## src/rtl/mul_unit_pkg.sv

```systemverilog
// Shared constants for the RV32M iterative multiplier: funct3 codes, ALUop
// multiply code and FSM state encoding.
package mul_unit_pkg;

    localparam int XLEN = 32;

    localparam logic [2:0] ALUOP_MUL = 3'b111;

    localparam logic [2:0] F3_MUL    = 3'b000;
    localparam logic [2:0] F3_MULH   = 3'b001;
    localparam logic [2:0] F3_MULHSU = 3'b010;
    localparam logic [2:0] F3_MULHU  = 3'b011;

    typedef enum logic [1:0] {
        ST_IDLE = 2'd0,
        ST_RUN  = 2'd1,
        ST_DONE = 2'd2
    } state_t;

endpackage

```

## src/rtl/mul_operand_prep.sv

```systemverilog
// Combinational sign handling for the multiplier: operand magnitudes on the way
// in, conditional two's-complement negate of the unsigned product on the way out.
module mul_operand_prep #(
    parameter int XLEN = 32
) (
    input  logic [2:0]        funct3,
    input  logic [XLEN-1:0]   x1,
    input  logic [XLEN-1:0]   x2,
    output logic [XLEN-1:0]   mag_a,
    output logic [XLEN-1:0]   mag_b,
    output logic              negate,
    input  logic [2*XLEN-1:0] product_mag,
    input  logic              product_negate,
    output logic [2*XLEN-1:0] product
);
    import mul_unit_pkg::*;

    logic a_signed;
    logic b_signed;
    logic a_neg;
    logic b_neg;

    always_comb begin
        a_signed = (funct3 == F3_MULH) || (funct3 == F3_MULHSU);
        b_signed = (funct3 == F3_MULH);
        a_neg    = a_signed && x1[XLEN-1];
        b_neg    = b_signed && x2[XLEN-1];
        // -0x80000000 wraps to 0x80000000, which is the correct unsigned 2^31
        mag_a    = a_neg ? -x1 : x1;
        mag_b    = b_neg ? -x2 : x2;
        negate   = a_neg ^ b_neg;
        product  = product_negate ? -product_mag : product_mag;
    end

endmodule

```

## src/rtl/mul_unit.sv

```systemverilog
// Iterative shift-add RV32M multiplier for the EX stage. Retires
// BITS_PER_CYCLE multiplier bits per RUN cycle and pulses done with the result.
module mul_unit #(
    parameter int XLEN           = mul_unit_pkg::XLEN,
    parameter int BITS_PER_CYCLE = 1
) (
    input  logic            clk,
    input  logic            reset,
    input  logic            start,
    input  logic            flush,
    input  logic [2:0]      funct3,
    input  logic [XLEN-1:0] x1,
    input  logic [XLEN-1:0] x2,
    output logic            busy,
    output logic            stall,
    output logic            done,
    output logic [XLEN-1:0] result
);
    import mul_unit_pkg::*;

    localparam int N     = XLEN / BITS_PER_CYCLE;
    localparam int CNT_W = (N > 1) ? $clog2(N) : 1;

    state_t              state_reg;
    logic [CNT_W-1:0]    counter_reg;
    logic [2*XLEN-1:0]   acc_reg;
    logic [2*XLEN-1:0]   acc_next;
    logic [2*XLEN-1:0]   mcand_reg;
    logic [XLEN-1:0]     mplier_reg;
    logic [2:0]          funct3_reg;
    logic                negate_reg;
    logic                busy_reg;
    logic                done_reg;
    logic [XLEN-1:0]     result_reg;
    logic [XLEN-1:0]     result_next;

    logic [XLEN-1:0]     mag_a;
    logic [XLEN-1:0]     mag_b;
    logic                negate;
    logic [2*XLEN-1:0]   product;
    logic [2*XLEN-1:0]   pp [BITS_PER_CYCLE];

    mul_operand_prep #(
        .XLEN(XLEN)
    ) u_prep (
        .funct3         (funct3),
        .x1             (x1),
        .x2             (x2),
        .mag_a          (mag_a),
        .mag_b          (mag_b),
        .negate         (negate),
        .product_mag    (acc_next),
        .product_negate (negate_reg),
        .product        (product)
    );

    // Partial products for the multiplier bits retired this cycle
    generate
        for (genvar gi = 0; gi < BITS_PER_CYCLE; gi++) begin : g_pp
            assign pp[gi] = mplier_reg[gi] ? (mcand_reg << gi) : '0;
        end
    endgenerate

    always_comb begin
        acc_next = acc_reg;
        for (int i = 0; i < BITS_PER_CYCLE; i++) begin
            acc_next = acc_next + pp[i];
        end
        result_next = (funct3_reg == F3_MUL) ? product[XLEN-1:0]
                                             : product[2*XLEN-1:XLEN];
    end

    always_ff @(posedge clk) begin
        if (reset) begin
            state_reg   <= ST_IDLE;
            counter_reg <= '0;
            acc_reg     <= '0;
            mcand_reg   <= '0;
            mplier_reg  <= '0;
            funct3_reg  <= '0;
            negate_reg  <= 1'b0;
            busy_reg    <= 1'b0;
            done_reg    <= 1'b0;
            result_reg  <= '0;
        end else if (flush) begin
            state_reg <= ST_IDLE;
            busy_reg  <= 1'b0;
            done_reg  <= 1'b0;
        end else begin
            case (state_reg)
                ST_IDLE: begin
                    done_reg <= 1'b0;
                    if (start) begin
                        if (!funct3[2]) begin
                            mcand_reg   <= {{XLEN{1'b0}}, mag_a};
                            mplier_reg  <= mag_b;
                            funct3_reg  <= funct3;
                            negate_reg  <= negate;
                            acc_reg     <= '0;
                            counter_reg <= '0;
                            busy_reg    <= 1'b1;
                            state_reg   <= ST_RUN;
                        end else begin
                            result_reg <= '0;
                            done_reg   <= 1'b1;
                            state_reg  <= ST_DONE;
                        end
                    end
                end
                ST_RUN: begin
                    acc_reg     <= acc_next;
                    mcand_reg   <= mcand_reg << BITS_PER_CYCLE;
                    mplier_reg  <= mplier_reg >> BITS_PER_CYCLE;
                    counter_reg <= counter_reg + CNT_W'(1);
                    if (counter_reg == CNT_W'(N - 1)) begin
                        result_reg <= result_next;
                        busy_reg   <= 1'b0;
                        done_reg   <= 1'b1;
                        state_reg  <= ST_DONE;
                    end
                end
                ST_DONE: begin
                    done_reg  <= 1'b0;
                    state_reg <= ST_IDLE;
                end
                default: begin
                    busy_reg  <= 1'b0;
                    done_reg  <= 1'b0;
                    state_reg <= ST_IDLE;
                end
            endcase
        end
    end

    // Depends only on inputs and the state register, never on same-cycle updates
    assign stall  = start && !flush && (state_reg != ST_DONE);
    assign busy   = busy_reg;
    assign done   = done_reg;
    assign result = result_reg;

endmodule

```

## config.mk

```make
export PLATFORM = sky130hd
export DESIGN_NAME = mul_unit
export DESIGN_NICKNAME = d
export VERILOG_FILES = /design/src/rtl/mul_unit_pkg.sv /design/src/rtl/mul_operand_prep.sv /design/src/rtl/mul_unit.sv
export SDC_FILE = /design/constraint.sdc
export NUM_CORES = 1
export LEC_CHECK = 0
export CORE_MARGIN = 3
export CORE_UTILIZATION = 40
export CTS_BUF_LIST = sky130_fd_sc_hd__clkbuf_16
export DETAILED_ROUTE_END_ITERATION = 10
export GPL_ROUTABILITY_DRIVEN = 0
export PLACE_DENSITY = 0.59
export SYNTH_ARGS = -nofsm -noshare
export SYNTH_HDL_FRONTEND = slang
export SYNTH_HIERARCHICAL = 1
export SYNTH_SLANG_ARGS = --single-unit
```

## constraint.sdc

```tcl
create_clock -name clk -period 6.5 [get_ports clk]
set_clock_uncertainty 0.1 [all_clocks]
set_input_delay 1.3 -clock clk [delete_from_list [all_inputs] [get_ports clk]]
set_output_delay 1.3 -clock clk [all_outputs]
set_load 0.005 [all_outputs]
```

======== After elaboration in Yosys (flattened, before gate mapping) ========
Index checks and enable logic that the tools add are counted.
word-level totals
  logic and storage cells ................. 77
  bits in registers ....................... 204
cells by class
  reductions and logical operators ........ 15
  bitwise gates (word level) .............. 4
  muxes and demuxes ....................... 33
  equality and inequality tests ........... 10
  add/sub/neg operators ................... 5
operator list
  kind                 number
  $mux 64              6
  $mux 32              8
  $pmux 64 s2          2
  $pmux 32 s2          2
  $add 64x64->64       1
  $neg 32->32          2
  $neg 64->64          1
  $reduce_and 4->1     3
  $mux 5               2
  $ne 2x2->1 const B   5
  $pmux 5 s2           1
  $mux 1               6
  $mux 2               3
  $add 5x1->5 const B  1
  $eq 5x5->1 const B   1
  $reduce_and 5->1     1
  $logic_and 1x1->1    4
  $pmux 2 s2           1
  $eq 3x1->1 const B   1
  $eq 3x2->1 const B   1
  $logic_not 3->1      1
  $not 1->1            3
  $pmux 1 s3           1
  $eq 2x1->1 const B   1
  other kinds (9)      9

======== Longest topological paths before layout ========
Gate-level depths: netlist of run 1.
  word-level depth ........................ 7
  mapped depth ............................ 23
  depth with buffers taken out ............ 21

======== Modules after synthesis ========
The synthesis of run 1 kept the hierarchy.
modules (own cells, without submodules)
  module            times used  seq. area each (sq um)  area each (sq um)  cells an instance
  mul_unit          1           4,083.9                 12,632.1           1,551
  mul_operand_prep  1           0.0                     2,758.9            410

======== Worst setup path after synthesis of run 1 ========
OpenSTA, ideal clock, no wires.
  path type ............................... register to register
  start point ............................. register mplier_reg[0]
  end point ............................... register result_reg[31] (netlist: result[31])
  clock period less this slack ............ 5,246 ps
  cell stages (with the launch flop) ...... 24
  required time ........................... 6,272 ps
  data arrival time ....................... 5,018 ps
  buffers on the path ..................... 2
  path slack .............................. 1,254 ps
  path through ............................ dfxtp_1 clkbuf_1 clkbuf_1 and2_1 ha_1 fa_1 a21oi_2 nand4b_4 a2111o_1 a2111o_1 a21oi_2 o21ai_1 a21oi_1 o21ai_0 and2_1 nor4_1 nand2_1 or4_1 o41ai_1 xnor2_1 mux2i_1 nor3_1 a21oi_1 nor2_1
on the way
  word-level cells in the longest chain between the ends .. 7
RTL lines
  item                    line                    source
  start, declared         mul_unit.sv:29          logic [XLEN-1:0] mplier_reg;
  start signal, assigned  mul_unit.sv:96          mplier_reg <= mag_b;
  start signal, assigned  mul_unit.sv:113         mplier_reg <= mplier_reg >> BITS_PER_CYCLE;
  $mux 64                 mul_unit.sv:60          assign pp[gi] = mplier_reg[gi] ? (mcand_reg << gi) : '0;
  $add 64x64->64          mul_unit.sv:67          acc_next = acc_next + pp[i];
  net acc_next[52]        mul_unit.sv:27          logic [2*XLEN-1:0] acc_next;
  $neg 64->64             mul_operand_prep.sv:32  product = product_negate ? -product_mag : product_mag;
  $mux 64                 mul_operand_prep.sv:32
  net product[63]         mul_unit.sv:40          logic [2*XLEN-1:0] product;
  $mux 32                 mul_unit.sv:69          result_next = (funct3_reg == F3_MUL) ? product[XLEN-1:0]
  $mux 32                 mul_unit.sv:115         if (counter_reg == CNT_W'(N - 1)) begin
  $pmux 32 s2             mul_unit.sv:90          case (state_reg)
  end signal, assigned    mul_unit.sv:116         result_reg <= result_next;
  end, declared           mul_unit.sv:34          logic [XLEN-1:0] result_reg;
The timed path passes the listed nets, and every way through them passes these cells. The select of a mux whose other input is x is not followed.
A chain may end at the register's enable or synchronous reset.

======== Worst setup path after layout of run 1 ========
  start point ............................. register mplier_reg[0]
  end point ............................... register result_reg[21] (netlist: result[21])
Same word-level chain as after synthesis.

==> results.cfg, run 1 <==
[run_status]
status = finished, final reports clean

[worst_setup_path]
timing.critical_path.cells = buf_4 > and2_1 > ha_1 > a21oi_1 > o21ai_0 > o21ai_0 > nand3_1 > o21ai_0 > nand3_1 > a21oi_1 > xnor2_1 > or4_1 > nor4b_2 > nand3_1 > o41ai_1 > xnor2_1 > mux2i_1 > nor3_1 > a21oi_1 > nor2_1
required_ps = 6780
worst_r2r_startpoint = mplier_reg[0]
worstRegToRegCells = 20
kind_of_end_point_of_the_critical_path = flop
crit_fanout = 37
setup.worst_path.class = reg2reg
critPathSlowestCell = sky130_fd_sc_hd__or4_1
cp_data_arrival_time_ps = 6090
r2r_setup_slack_ps = 690
max_stage_delay_ps = 680
startpoint_kind_of_the_worst_setup_timing_path = flop
critical_path.reg2reg.endpoint = result[21]

[finish]
antennaDiodeCount = 0
final_cell_count_no_fill = 2494
utilization = 0.4603
area_delta_synth_final_pct = 12.91
nNetsFinal = 2107
finalInstanceArea_mm2 = 0.01738
final_layout_size_suffix_gt1_frac = 0.04488

[global_route]
maximum_number_of_pins_on_one_net_before_global_route_repair = 95
groute.layer.met1.usage = 0.3049
first_pass_grt_wire_length_mm = 71.97
grt_remaining_overflow = 0
grt_antenna_before_repair = 0
grtUsageMet3 = 0.02529
grt_usage = 0.2096
first_global_vias = 13530
globalRoute.busiestLayer = met2
global_route.usage.met2 = 0.3296

[placement]
io_buffer_count = 105
dp_hpwl_mm = 33.02
placement.cell_area_mm2 = 0.01665
placement.setup.worst_slack_ps = 780.7
dp_cells = 2452

[sta]
fin_setup_tns_ps = 0
layout_worst_path_cycle_share = 0.8940
maxSlewHeadroom = 0.2468
hold_viol_final = 0
finalHoldWorstSlack_ps = 375.1
worstMarginPinSlew_ps = 1130
finalSetupViolations = 0
grt_setup_unrepaired = false
report.final.slew_viol_count = 0
clock.fmax_ghz = 0.1721
setup_ws_ps = 688.8
post-route-min-period_ps = 5811

[power]
total_power_mw = 2.918
p_leak_nw = 7.405
vdd_ir_drop_max_mv = 0.1501
cellPowerDensity_mw_per_mm2 = 167.9

[worst_hold_path]
hold_start = acc_reg[32]
min_to = acc_reg[32]
min_delay_path_depth = 1
holdCritPathClass = reg2reg

[cts]
cts_tree = built
cts.root.buffer_cell = sky130_fd_sc_hd__clkbuf_16
cts_max_level = 1
post_cts.repair.setup_buffers = 0
cts.repair.resized = 0
clock_insertion_delay_worst_skew_ps = 530
clock-sinks = 204
cts_hold_repair.buffers = 0
cts_made_buffers = 24
clock_path_buffers = 3
cts.clk_slew.worst_paths_ps = 60

[drt]
wl_mm = 44.19
viasPerCell = 5.747
drt_pre_antenna_iters = 6
drt_first_iter_violations = 1030
drt-wirelength-per-cell_um = 17.72
detail_route_antenna_nets = 0
remaining_drc_errors = 0
route.vias.total = 14330

[yosys]
synthCells = 1961
synthDistinctLibCells = 83
async_reset_ff_frac = 0
synth_enable_flop_cells = 0
synth_warnings = 6
number_of_flip_flops_and_latches_in_the_synthesized_netlist = 204
synth_fp_nets = 2101
postSynth.topFlopCell = sky130_fd_sc_hd__dfxtp_1
synth-seq-area-share = 0.2653
synth_area_per_cell_um2 = 7.849
synth_area_mm2 = 0.01539

[die]
boundaryPins = 106
die_area_mm2 = 0.04087
die-height_um = 202.2
start_util = 0.4077
core-area_mm2 = 0.03776
placement_rows = 71
die_w_um = 202.2

[flow_run]
maxCapViolCount = 0
[placed cells by master, fill, tap and decap left out, types with 9 or more instances in the layout]
master and count:
sky130_fd_sc_hd__o31ai_1 29, sky130_fd_sc_hd__and2_1 79, sky130_fd_sc_hd__or3_1 16, sky130_fd_sc_hd__nand4_1 31, sky130_fd_sc_hd__clkbuf_16 25, sky130_fd_sc_hd__o21bai_1 13
sky130_fd_sc_hd__nor4_1 23, sky130_fd_sc_hd__xor2_1 54, sky130_fd_sc_hd__a211oi_1 70, sky130_fd_sc_hd__nand2b_1 11, sky130_fd_sc_hd__o211ai_1 9, sky130_fd_sc_hd__a31oi_1 20
sky130_fd_sc_hd__a22oi_1 65, sky130_fd_sc_hd__nor2b_1 9, sky130_fd_sc_hd__buf_4 13, sky130_fd_sc_hd__dfxtp_1 203, sky130_fd_sc_hd__a22o_1 23, sky130_fd_sc_hd__nor2_1 233
sky130_fd_sc_hd__nand2_1 109, sky130_fd_sc_hd__and3_1 11, sky130_fd_sc_hd__clkdlybuf4s50_1 104, sky130_fd_sc_hd__o21a_1 12, sky130_fd_sc_hd__or4_1 17, sky130_fd_sc_hd__nand3_1 33
sky130_fd_sc_hd__a21o_1 36, sky130_fd_sc_hd__o21ai_0 85, sky130_fd_sc_hd__nor3_1 69, sky130_fd_sc_hd__inv_1 35, sky130_fd_sc_hd__xnor2_1 121, sky130_fd_sc_hd__o41ai_1 17
sky130_fd_sc_hd__a21oi_1 127, sky130_fd_sc_hd__ha_1 68, sky130_fd_sc_hd__mux2i_1 98
[report_power, final]
part / internal, mW / switching, mW / leakage (nW)
Clock: 0.728 / 0.540 / 0.378
Combinational: 0.141 / 0.211 / 5.38
Sequential: 1.28 / 0.0208 / 1.65
Total: 2.15 / 0.772 / 7.41
[worst max-delay path: cells and delay by family, from the launching register on]
family / cells / cell delay, ps
compound gates: 7 / 2030
xor+xnor: 2 / 310
fa+ha+maj: 1 / 310
buf+inv: 1 / 290
flops: 1 / 300
mux: 1 / 140
simple gates: 8 / 2170
[worst max path at each step]
stage,cells after the start,to,start,slack (ps)
4_1_cts,22,result[21],mplier_reg[0],770
5_1_grt,22,result[31],mplier_reg[0],80
3_5_place_dp,22,result[21],mplier_reg[0],780
3_3_place_gp,22,result[31],mplier_reg[0],930
6_report,20,result[21],mplier_reg[0],690
2_1_floorplan,23,result[31],mplier_reg[0],1250
[synthesized netlist by cell type (4+ instances only)]
cell type,count,area [um2]
sky130_fd_sc_hd__xor2_1,54,473.0
sky130_fd_sc_hd__mux2i_1,98,980.9
sky130_fd_sc_hd__or4_1,17,127.6
sky130_fd_sc_hd__nor2b_1,9,56.30
sky130_fd_sc_hd__dfxtp_1,204,4084
sky130_fd_sc_hd__clkbuf_1,116,435.4
sky130_fd_sc_hd__a22oi_1,65,488.0
sky130_fd_sc_hd__o41ai_1,17,148.9
sky130_fd_sc_hd__nor2_1,236,885.9
sky130_fd_sc_hd__o21bai_1,13,97.59
sky130_fd_sc_hd__xnor2_1,121,1060
sky130_fd_sc_hd__nand4_1,31,193.9
sky130_fd_sc_hd__a22o_1,23,201.4
sky130_fd_sc_hd__buf_2,6,30.03
sky130_fd_sc_hd__nand3b_1,6,45.04
sky130_fd_sc_hd__buf_4,8,60.06
sky130_fd_sc_hd__or3_1,16,100.1
sky130_fd_sc_hd__a31oi_1,20,125.1
sky130_fd_sc_hd__a211o_1,4,35.03
sky130_fd_sc_hd__a21oi_2,4,35.03
sky130_fd_sc_hd__and2_1,79,494.2
sky130_fd_sc_hd__a211oi_1,70,525.5
sky130_fd_sc_hd__buf_1,4,15.01
sky130_fd_sc_hd__nor3_1,70,350.3
sky130_fd_sc_hd__o21ai_0,85,425.4
sky130_fd_sc_hd__o21a_1,13,97.59
sky130_fd_sc_hd__o31ai_1,29,217.7
sky130_fd_sc_hd__inv_1,29,108.9
sky130_fd_sc_hd__a21boi_0,6,45.04
sky130_fd_sc_hd__a21o_1,36,270.3
sky130_fd_sc_hd__ha_1,68,850.8
sky130_fd_sc_hd__o21ai_1,5,25.02
sky130_fd_sc_hd__a41oi_1,5,43.79
sky130_fd_sc_hd__o211ai_1,9,67.56
sky130_fd_sc_hd__a32o_1,7,70.07
sky130_fd_sc_hd__or2_2,7,43.79
sky130_fd_sc_hd__nand2_1,110,412.9
sky130_fd_sc_hd__and3_1,11,68.82
sky130_fd_sc_hd__nand2b_1,12,75.07
sky130_fd_sc_hd__nand3_1,33,165.2
sky130_fd_sc_hd__a21oi_1,127,635.6
sky130_fd_sc_hd__nor4_1,23,143.9
[per-layer routing]
| metal | up-vias | routed length, um |
|---|---|---|
| li1 | 7206 | - |
| met1 | 6683 | 21580 |
| met2 | 388 | 19240 |
| met3 | 57 | 2341 |
| met4 | 0 | 1029 |
| met5 | - | 0 |
[layout make-up]
cell class                 instances  area, um2
inverter                          29      108.9
tap                              511      639.4
clock inverter                    17      98.84
sequential                       204       4085
fill                            3753      20380
multi-input combinational       1591      10680
timing repair buffer             117       1139
clock buffer                      25      625.6
[cells by family after synthesis]
logic type | synth area share
buffers and inverters | 0.04398
DFF | 0.2653
xor gates and xnor gates | 0.09959
AOI/OAI and AO/OA | 0.2500
muxes | 0.06447
and+or+nand+nor | 0.2201
adders and majority gates | 0.05658
(Power assumes the default switching activity.)
==> run 2, diff against run 1 <==
Settings changed: GPL_TIMING_DRIVEN set to 0.
==> run 2 against run 1 <==
Die area unchanged. Combinational power rose by 9.7%. Non-clock buffer count is 123 higher. Flip-flop and latch count unchanged. Fmax shrank 6.1%. Clock power up 10%. Critical endpoint is now result[31]. Global-route usage up 3.1 points. Sequential share of layout area decreased by 0.71 points. Total power up 5.6%. Critical path type unchanged. Largest power group is now the clock network. Via count grew 5.4%. Worst hold slack improved by 6.9 ps. Design area rose by 3.1%.
==> results.cfg, run 2 (synthesis results as in run 1) <==
[drt]
remaining_drc_errors = 0
drt_pre_antenna_iters = 7
detail_route_antenna_nets = 0
drt_first_iter_violations = 1276
drt-wirelength-per-cell_um = 19.27
wl_mm = 50.48
route.vias.total = 15110
viasPerCell = 5.771

[worst_setup_path]
kind_of_end_point_of_the_critical_path = flop
r2r_setup_slack_ps = 310
crit_fanout = 10
worst_r2r_startpoint = mplier_reg[0]
crit_path_capture = result[31]
required_ps = 6890
crit_start = mplier_reg[0]
startpoint_kind_of_the_worst_setup_timing_path = flop
critical_path.reg2reg.endpoint = result[31]
cp_data_arrival_time_ps = 6580
worstRegToRegCells = 23
setup.worst_path.class = reg2reg

[finish]
finalInstanceArea_mm2 = 0.01792
utilization = 0.4746
final_cell_mix = sky130_fd_sc_hd__nor2_1 (236), sky130_fd_sc_hd__dfxtp_1 (204), sky130_fd_sc_hd__a21oi_1 (126), sky130_fd_sc_hd__xnor2_1 (121), sky130_fd_sc_hd__clkbuf_1 (113)
antennaDiodeCount = 0
final_cell_count_no_fill = 2619
area_delta_synth_final_pct = 16.41
final_common_cell = sky130_fd_sc_hd__nor2_1
nNetsFinal = 2231
final_layout_size_suffix_gt1_frac = 0.04839

[die]
placement_rows = 71
core-area_mm2 = 0.03776
boundaryPins = 106
die-height_um = 202.2
start_util = 0.4077
die_w_um = 202.2
die_area_mm2 = 0.04087

[global_route]
first_pass_grt_wire_length_mm = 80.05
grt_usage = 0.2407
grt_antenna_before_repair = 1
first_global_vias = 14460
grt_remaining_overflow = 0
maximum_number_of_pins_on_one_net_before_global_route_repair = 13

[cts]
cts.clk_slew.worst_paths_ps = 60
cts_made_buffers = 25
cts_tree = built
cts_max_level = 1
clock_path_buffers = 3
post_cts.repair.setup_buffers = 0
clock-sinks = 204
clock_insertion_delay_worst_skew_ps = 560
cts.root.buffer_cell = sky130_fd_sc_hd__clkbuf_16

[sta]
maxSlewHeadroom = 0.05927
hold_viol_final = 0
setup_ws_ps = 308.8
post-route-min-period_ps = 6191
worstMarginPinSlew_ps = 1406
layout_worst_path_cycle_share = 0.9525
report.final.slew_viol_count = 0
grt_setup_unrepaired = true
clock.fmax_ghz = 0.1615
finalSetupViolations = 0

[run_status]
status = finished, final reports clean

[placement]
placement.cell_area_mm2 = 0.01706
dp_hpwl_mm = 39.59
dp_cells = 2575
placement.setup.worst_slack_ps = -367.5
io_buffer_count = 103

[worst_hold_path]
hold_start = acc_reg[34]
holdCritPathClass = reg2reg

[power]
cellPowerDensity_mw_per_mm2 = 172.1
p_leak_nw = 7.623
vdd_ir_drop_max_mv = 0.1591

[flow_run]
maxCapViolCount = 0
[run 2: layer usage]
layer,up-vias,track usage,wire length [um]
met2,448,0.3841,22190
met4,2,0.06879,1377
met3,79,0.03817,3161
met5,-,0,13
li1,7466,-,-
met1,7118,0.3377,23740
[run 2: area by class of cell]
class                      count  area, um2
clock inverter                19      173.9
buffer                       137      574.3
multi-input combinational   1591      10680
inverter                      29      108.9
sequential                   204       4084
fill                        3799      19840
tap                          511      639.4
timing repair buffer         103       1031
clock buffer                  25      625.6
[run 2: report_power, final]
| group | total (mW) | switching (mW) | internal, mW |
|---|---|---|---|
| clock network | 1.40 | 0.584 | 0.815 |
| logic | 0.385 | 0.236 | 0.150 |
| registers | 1.30 | 0.0197 | 1.28 |
| total | 3.08 | 0.840 | 2.24 |
[run 2: through the flow]
stage	total power, mW	setup TNS (ps)	hold slack, ps
5_1_grt	3.205	-36.24	397.3
2_1_floorplan	1.555	0	342.3
3_3_place_gp	1.697	-760.9	360.4
4_1_cts	3.108	0	375.3
3_5_place_dp	1.705	-1319	360.9
6_report	3.083	0	382.0
[run 2: how the worst min path moves through the flow]
stage                             end  slack (ps)  depth (start not counted)
after detailed placement  acc_reg[49]         360                          1
final                     acc_reg[34]         380                          1
after global placement    acc_reg[42]         360                          1
after global routing      acc_reg[53]         400                          1
after floorplan           acc_reg[49]         340                          1
after CTS                 acc_reg[49]         380                          1
[run 2: repair_timing]
item	CTS	global route
resized for setup	2	13
hold endpoints to repair	0	0
hold buffers	0	0
endpoints found under the setup margin	17	17
[run 2: worst max-delay path: stages (launching register included)]
cell                       delay, ps
sky130_fd_sc_hd__dfxtp_1         370
sky130_fd_sc_hd__clkbuf_4        250
sky130_fd_sc_hd__buf_2           260
sky130_fd_sc_hd__and2_1          170
sky130_fd_sc_hd__ha_1            200
sky130_fd_sc_hd__fa_1            250
sky130_fd_sc_hd__a21oi_2          80
sky130_fd_sc_hd__nand4b_4        180
sky130_fd_sc_hd__a2111o_1        470
sky130_fd_sc_hd__a2111o_1        490
sky130_fd_sc_hd__a21oi_2         290
sky130_fd_sc_hd__o21ai_2         170
sky130_fd_sc_hd__a21oi_1         220
sky130_fd_sc_hd__o21ai_0         130
sky130_fd_sc_hd__and2_1          240
sky130_fd_sc_hd__nor4_2          400
sky130_fd_sc_hd__nand2_1         160
sky130_fd_sc_hd__or4_1           550
sky130_fd_sc_hd__o41ai_2         520
sky130_fd_sc_hd__xnor2_1         170
sky130_fd_sc_hd__mux2i_1          80
sky130_fd_sc_hd__nor3_1          190
sky130_fd_sc_hd__a21oi_1          80
sky130_fd_sc_hd__nor2_1          100
==> RTL edit 1 (config.mk and constraints of run 2) <==
`XLEN` is set to 32 in 2 places; all go to 16.
--- a/src/rtl/mul_unit_pkg.sv
+++ b/src/rtl/mul_unit_pkg.sv
@@ -2,7 +2,7 @@
 // multiply code and FSM state encoding.
 package mul_unit_pkg;
 
-    localparam int XLEN = 32;
+    localparam int XLEN = 16;
 
     localparam logic [2:0] ALUOP_MUL = 3'b111;
 
--- a/src/rtl/mul_operand_prep.sv
+++ b/src/rtl/mul_operand_prep.sv
@@ -1,7 +1,7 @@
 // Combinational sign handling for the multiplier: operand magnitudes on the way
 // in, conditional two's-complement negate of the unsigned product on the way out.
 module mul_operand_prep #(
-    parameter int XLEN = 32
+    parameter int XLEN = 16
 ) (
     input  logic [2:0]        funct3,
     input  logic [XLEN-1:0]   x1,
Ports: changed (resized result, x1 and x2); port bits go from 106 to 58. No check against the original RTL was run, so the function may have changed too.
==> RTL edit 1 against run 2 <==
First-iteration DRC count down 56%; final area down 52%; synthesized area fell by 52%; combinational power is 59% lower; sequential cell count fell by 97; sequential power shrank 48%; highest routed layer is now met4; hold slack got worse by 0.022 ns; clock power decreased by 58%; power fell by 54%; routed wire length decreased by 57%; maximum frequency is 19% higher; critical endpoint is now result[15]$_SDFFE_PP0P_; worst setup slack better by 1.0 ns.
==> RTL edit 1: results (changes against run 2) <==
- Outcome: complete, no violations (unchanged)
- ANT cells: 0 (unchanged)
- H-tree levels: 3 (was 1)
- Delay of the slowest cell on the worst path: 0.63 ns (was 0.55 ns)
- Largest net degree at the start of global routing: 17 (was 13)
- DR iter-0 viols: 563 (was 1276)
- M3 GR Usage: 2.69% (was 3.82%)
- Worst hold path depth: 2 (was 1)
- Met1 WL: 10100 um (was 23700 um)
- Mapped Cells: 928 (was 1961)
- Slowest cell on crit path: or4_4 (was or4_1)
- Post-synth top cells: dfxtp_1, nor2_1, nand2_1 (was nor2_1, dfxtp_1, a21oi_1)
- CTS max path bufs: 2 (was 3)
- First-pass GRT wire length: 34900 um (was 80100 um)
- Critical path fanouts, max: 10 (unchanged)
- Met2 wire length: 10200 um (was 22200 um)
- Fin crit period: 5.18 ns (was 6.19 ns)
- Fraction of layout cells with a size suffix above 1: 5.60% (was 4.84%)
- Gr usage total: 21.4% (was 24.1%)
- Main area contributors after synthesis: dfxtp_1, xnor2_1, ha_1 (was dfxtp_1, xnor2_1, mux2i_1)
- Post-cts sizing count: 0 (was 2)
- Worst r2r dst: result[15]$_SDFFE_PP0P_ (was result[31]$_SDFFE_PP0P_)
- R2R cell count: 18 (was 23)
- Top sig layer: met4 (was met5)
- Post-DP HPWL: 17000 um (was 39600 um)
- Max_slew headroom: 27.7% (was 5.93%)
- Port bufs: 57 (was 103)
- Crit path DAT: 5.31 ns (was 6.58 ns)
- DP Area: 8300 sq um (was 17100 sq um)
- Avg WL per Cell: 17.7 um (was 19.3 um)
- Static leakage: 3.37 nW (was 7.62 nW)
- Min-Delay Path Class: flop to flop (unchanged)
- Met1 Usage GRT: 28.6% (was 33.8%)
- CTS Buf Count: 9 (was 25)
- Worst hold start: mplier_reg[15]$_SDFFE_PP0P_ (was acc_reg[34]$_SDFFE_PP0P_)
- Internal Power: 1.07 mW (was 2.24 mW)
- DR vias/cell: 5.75 (was 5.77)
- Comb power frac: 11.0% (was 12.5%)
- Setup Buffers After CTS: 0 (unchanged)
- CP Launch Point: mplier_reg[0]$_SDFFE_PP0P_ (unchanged)
- Initial DRT Pass Iterations: 6 (was 7)
- Met2 Use GR: 35.7% (was 38.4%)
- Root Driver: clkbuf_16 (unchanged)
- Nets: 1071 (was 2231)
- Initial antenna violation count: 0 (was 1)
- Reg2Reg Setup Slack: 1.32 ns (was 0.31 ns)
- Met3 WL: 919 um (was 3160 um)
- P_clk: 0.586 mW (was 1.40 mW)
- Ys Warns: 6 (unchanged)
- Number of global-route vias before repair: 6781 (was 14460)
- Worst skew pair latency: 0.36 ns (was 0.56 ns)
- Placement Setup Slack: 1.35 ns (was -0.368 ns)
- Hold EP: mplier_reg[15]$_SDFFE_PP0P_ (was acc_reg[34]$_SDFFE_PP0P_)
- Syn Nets: 1003 (was 2101)
- Post-synthesis sequential area ratio: 28.8% (was 26.5%)
- Post-synth cell types: 69 (was 83)
- Max IR drop VDD: 0.120 mV (was 0.159 mV)
- Delay-heaviest family, CP: compound AO/OA/AOI/OAI gates (unchanged)
- Vias after detailed routing: 7061 (was 15113)
- Placed cell count: 1214 (was 2575)
## RTL edit 1: cells by family (layout without fill, tap and decap cells)
kind of cell	count (synthesis)	count (layout)	synth area share [%]
and+or+nand+nor	340	340	22.7
AOI/OAI and AO/OA	261	261	25.1
DFF	107	107	28.8
xor gates and xnor gates	89	89	10.5
buffers and inverters	74	146	4.03
adders and majority gates	36	36	6.15
muxes	21	21	2.82
## RTL edit 1: metrics by stage
stage	utilization [%]	hold slack, ns	power (mW)
after floorplan	-	0.331	0.782
after global placement	45.8	0.346	0.847
after detailed placement	45.8	0.354	0.849
after CTS	47.4	0.362	1.43
after global routing	47.4	0.388	1.47
final	47.4	0.360	1.42
## RTL edit 1: cell type report
cell class / instances / area, sq um
Timing Repair Buffer: 57 / 571
Buffer: 64 / 263
Clock inverter: 6 / 81.3
Tap cell: 229 / 287
Inverter: 10 / 37.5
Sequential cell: 107 / 2140
Multi-Input combinational cell: 747 / 5000
Clock buffer: 9 / 225
Fill cell: 1875 / 9540
==> RTL edit 2 (settings of run 2) <==
Without the edit above. Re-encode `state_t` (3 states) as one-hot, 3 bits wide.
--- a/src/rtl/mul_unit_pkg.sv
+++ b/src/rtl/mul_unit_pkg.sv
@@ -11,10 +11,10 @@
     localparam logic [2:0] F3_MULHSU = 3'b010;
     localparam logic [2:0] F3_MULHU  = 3'b011;
 
-    typedef enum logic [1:0] {
-        ST_IDLE = 2'd0,
-        ST_RUN  = 2'd1,
-        ST_DONE = 2'd2
+    typedef enum logic [2:0] {
+        ST_IDLE = 3'b001,
+        ST_RUN  = 3'b010,
+        ST_DONE = 3'b100
     } state_t;
 
 endpackage
Function: same outputs for any inputs over 4 cycles, from zero or initial values and one cycle with reset high; so few cycles prove little.
==> RTL edit 2 against run 2 <==
Power down 2.4%; worst setup slack worse by 0.10 ns; sequential cell count up 1; hold slack worse by 0.026 ns; critical path depth up 1; final area down 2.1%; synthesized area down 3.3%; utilization up 0.43 points; cell count down 1.1%; synthesized cell count up 0.25%; global-route usage down 0.52 points; routed wire length down 4.5%; largest cell class unchanged.
==> RTL edit 2: results (changes against run 2) <==
- Worst hold path depth: 2 (was 1)
- Port bufs: 104 (was 103)
- Sequential power share: 42.7% (was 42.1%)
- Multi-input gates: 1587 (was 1591)
- Crit path DAT: 6.61 ns (was 6.58 ns)
- Comb power frac: 8.4% (was 12.5%)
- Slowest cell on crit path: or4_4 (was or4_1)
- M3 GR Usage: 2.88% (was 3.82%)
- Main area contributors after synthesis: dfxtp_1, a21oi_1, xnor2_1 (was dfxtp_1, xnor2_1, mux2i_1)
- Slew @ Worst Pin: 1.07 ns (was 1.41 ns)
- Non-clock buffers, area share: 9.39% (was 8.96%)
- Setup Buffers After CTS: 5 (was 0)
- Delay-heaviest family, CP: simple AND/OR/NAND/NOR gates (was compound AO/OA/AOI/OAI gates)
- Fraction of area in multi-input gates: 58.2% (was 59.6%)
- Inverters: 38 (was 29)
- Fraction of layout cells with a size suffix above 1: 5.37% (was 4.84%)
- Yosys reg bits: 205 (was 204)
- Met1 Usage GRT: 32.0% (was 33.8%)
- Worst hold start: mplier_reg[4]$_SDFFE_PP0P_ (was acc_reg[34]$_SDFFE_PP0P_)
- Met3 WL: 2710 um (was 3160 um)
- Met1 WL: 21600 um (was 23700 um)
- Hold EP: mplier_reg[4]$_SDFFE_PP0P_ (was acc_reg[34]$_SDFFE_PP0P_)
- Top sig layer: met4 (was met5)
- Max IR drop VDD: 0.123 mV (was 0.159 mV)
- Nets: 2244 (was 2231)
- Met2 Use GR: 38.6% (was 38.4%)
- Delay of the slowest cell on the worst path: 0.64 ns (was 0.55 ns)
- R2R cell count: 24 (was 23)
- Post-synth cell types: 78 (was 83)
- Repair and plain buffers: 247 (was 240)
- Post-synthesis sequential area ratio: 27.6% (was 26.5%)
- Post-cts sizing count: 11 (was 2)
- Placement Setup Slack: -0.810 ns (was -0.368 ns)
- Post-DP HPWL: 37800 um (was 39600 um)
- Static leakage: 6.99 nW (was 7.62 nW)
- Hold slack: 0.356 ns (was 0.382 ns)
- Outcome: complete, no violations (unchanged)
- Internal Power: 2.27 mW (was 2.24 mW)
- Met2 wire length: 22100 um (was 22200 um)
- Worst skew pair latency: 0.54 ns (was 0.56 ns)
- Fill count: 3764 (was 3799)
[RTL edit 2: logic make-up after synthesis]
group | after synthesis | share of synthesized area [%]
buffers and inverters | 174 | 4.59
adder cells (fa/ha/maj) | 69 | 5.85
AND/OR/NAND/NOR | 708 | 23.2
XOR/XNOR | 183 | 10.8
AO/OA/AOI/OAI | 594 | 25.8
multiplexers | 33 | 2.25
flip-flops | 205 | 27.6
[RTL edit 2: through the flow]
stage / instances / area [sq um] / utilization (%) / setup TNS (ns) / power (mW)
after floorplan: 1966 / 14900 / - / 0 / 1.44
after global placement: 2538 / 16500 / 45.1 / -14.39 / 1.55
after detailed placement: 2539 / 16500 / 45.1 / -14.38 / 1.56
after CTS: 2589 / 17500 / 47.7 / 0 / 3.04
after global routing: 2590 / 17500 / 47.9 / -0.00293 / 3.11
final: 2590 / 17500 / 47.9 / 0 / 3.01
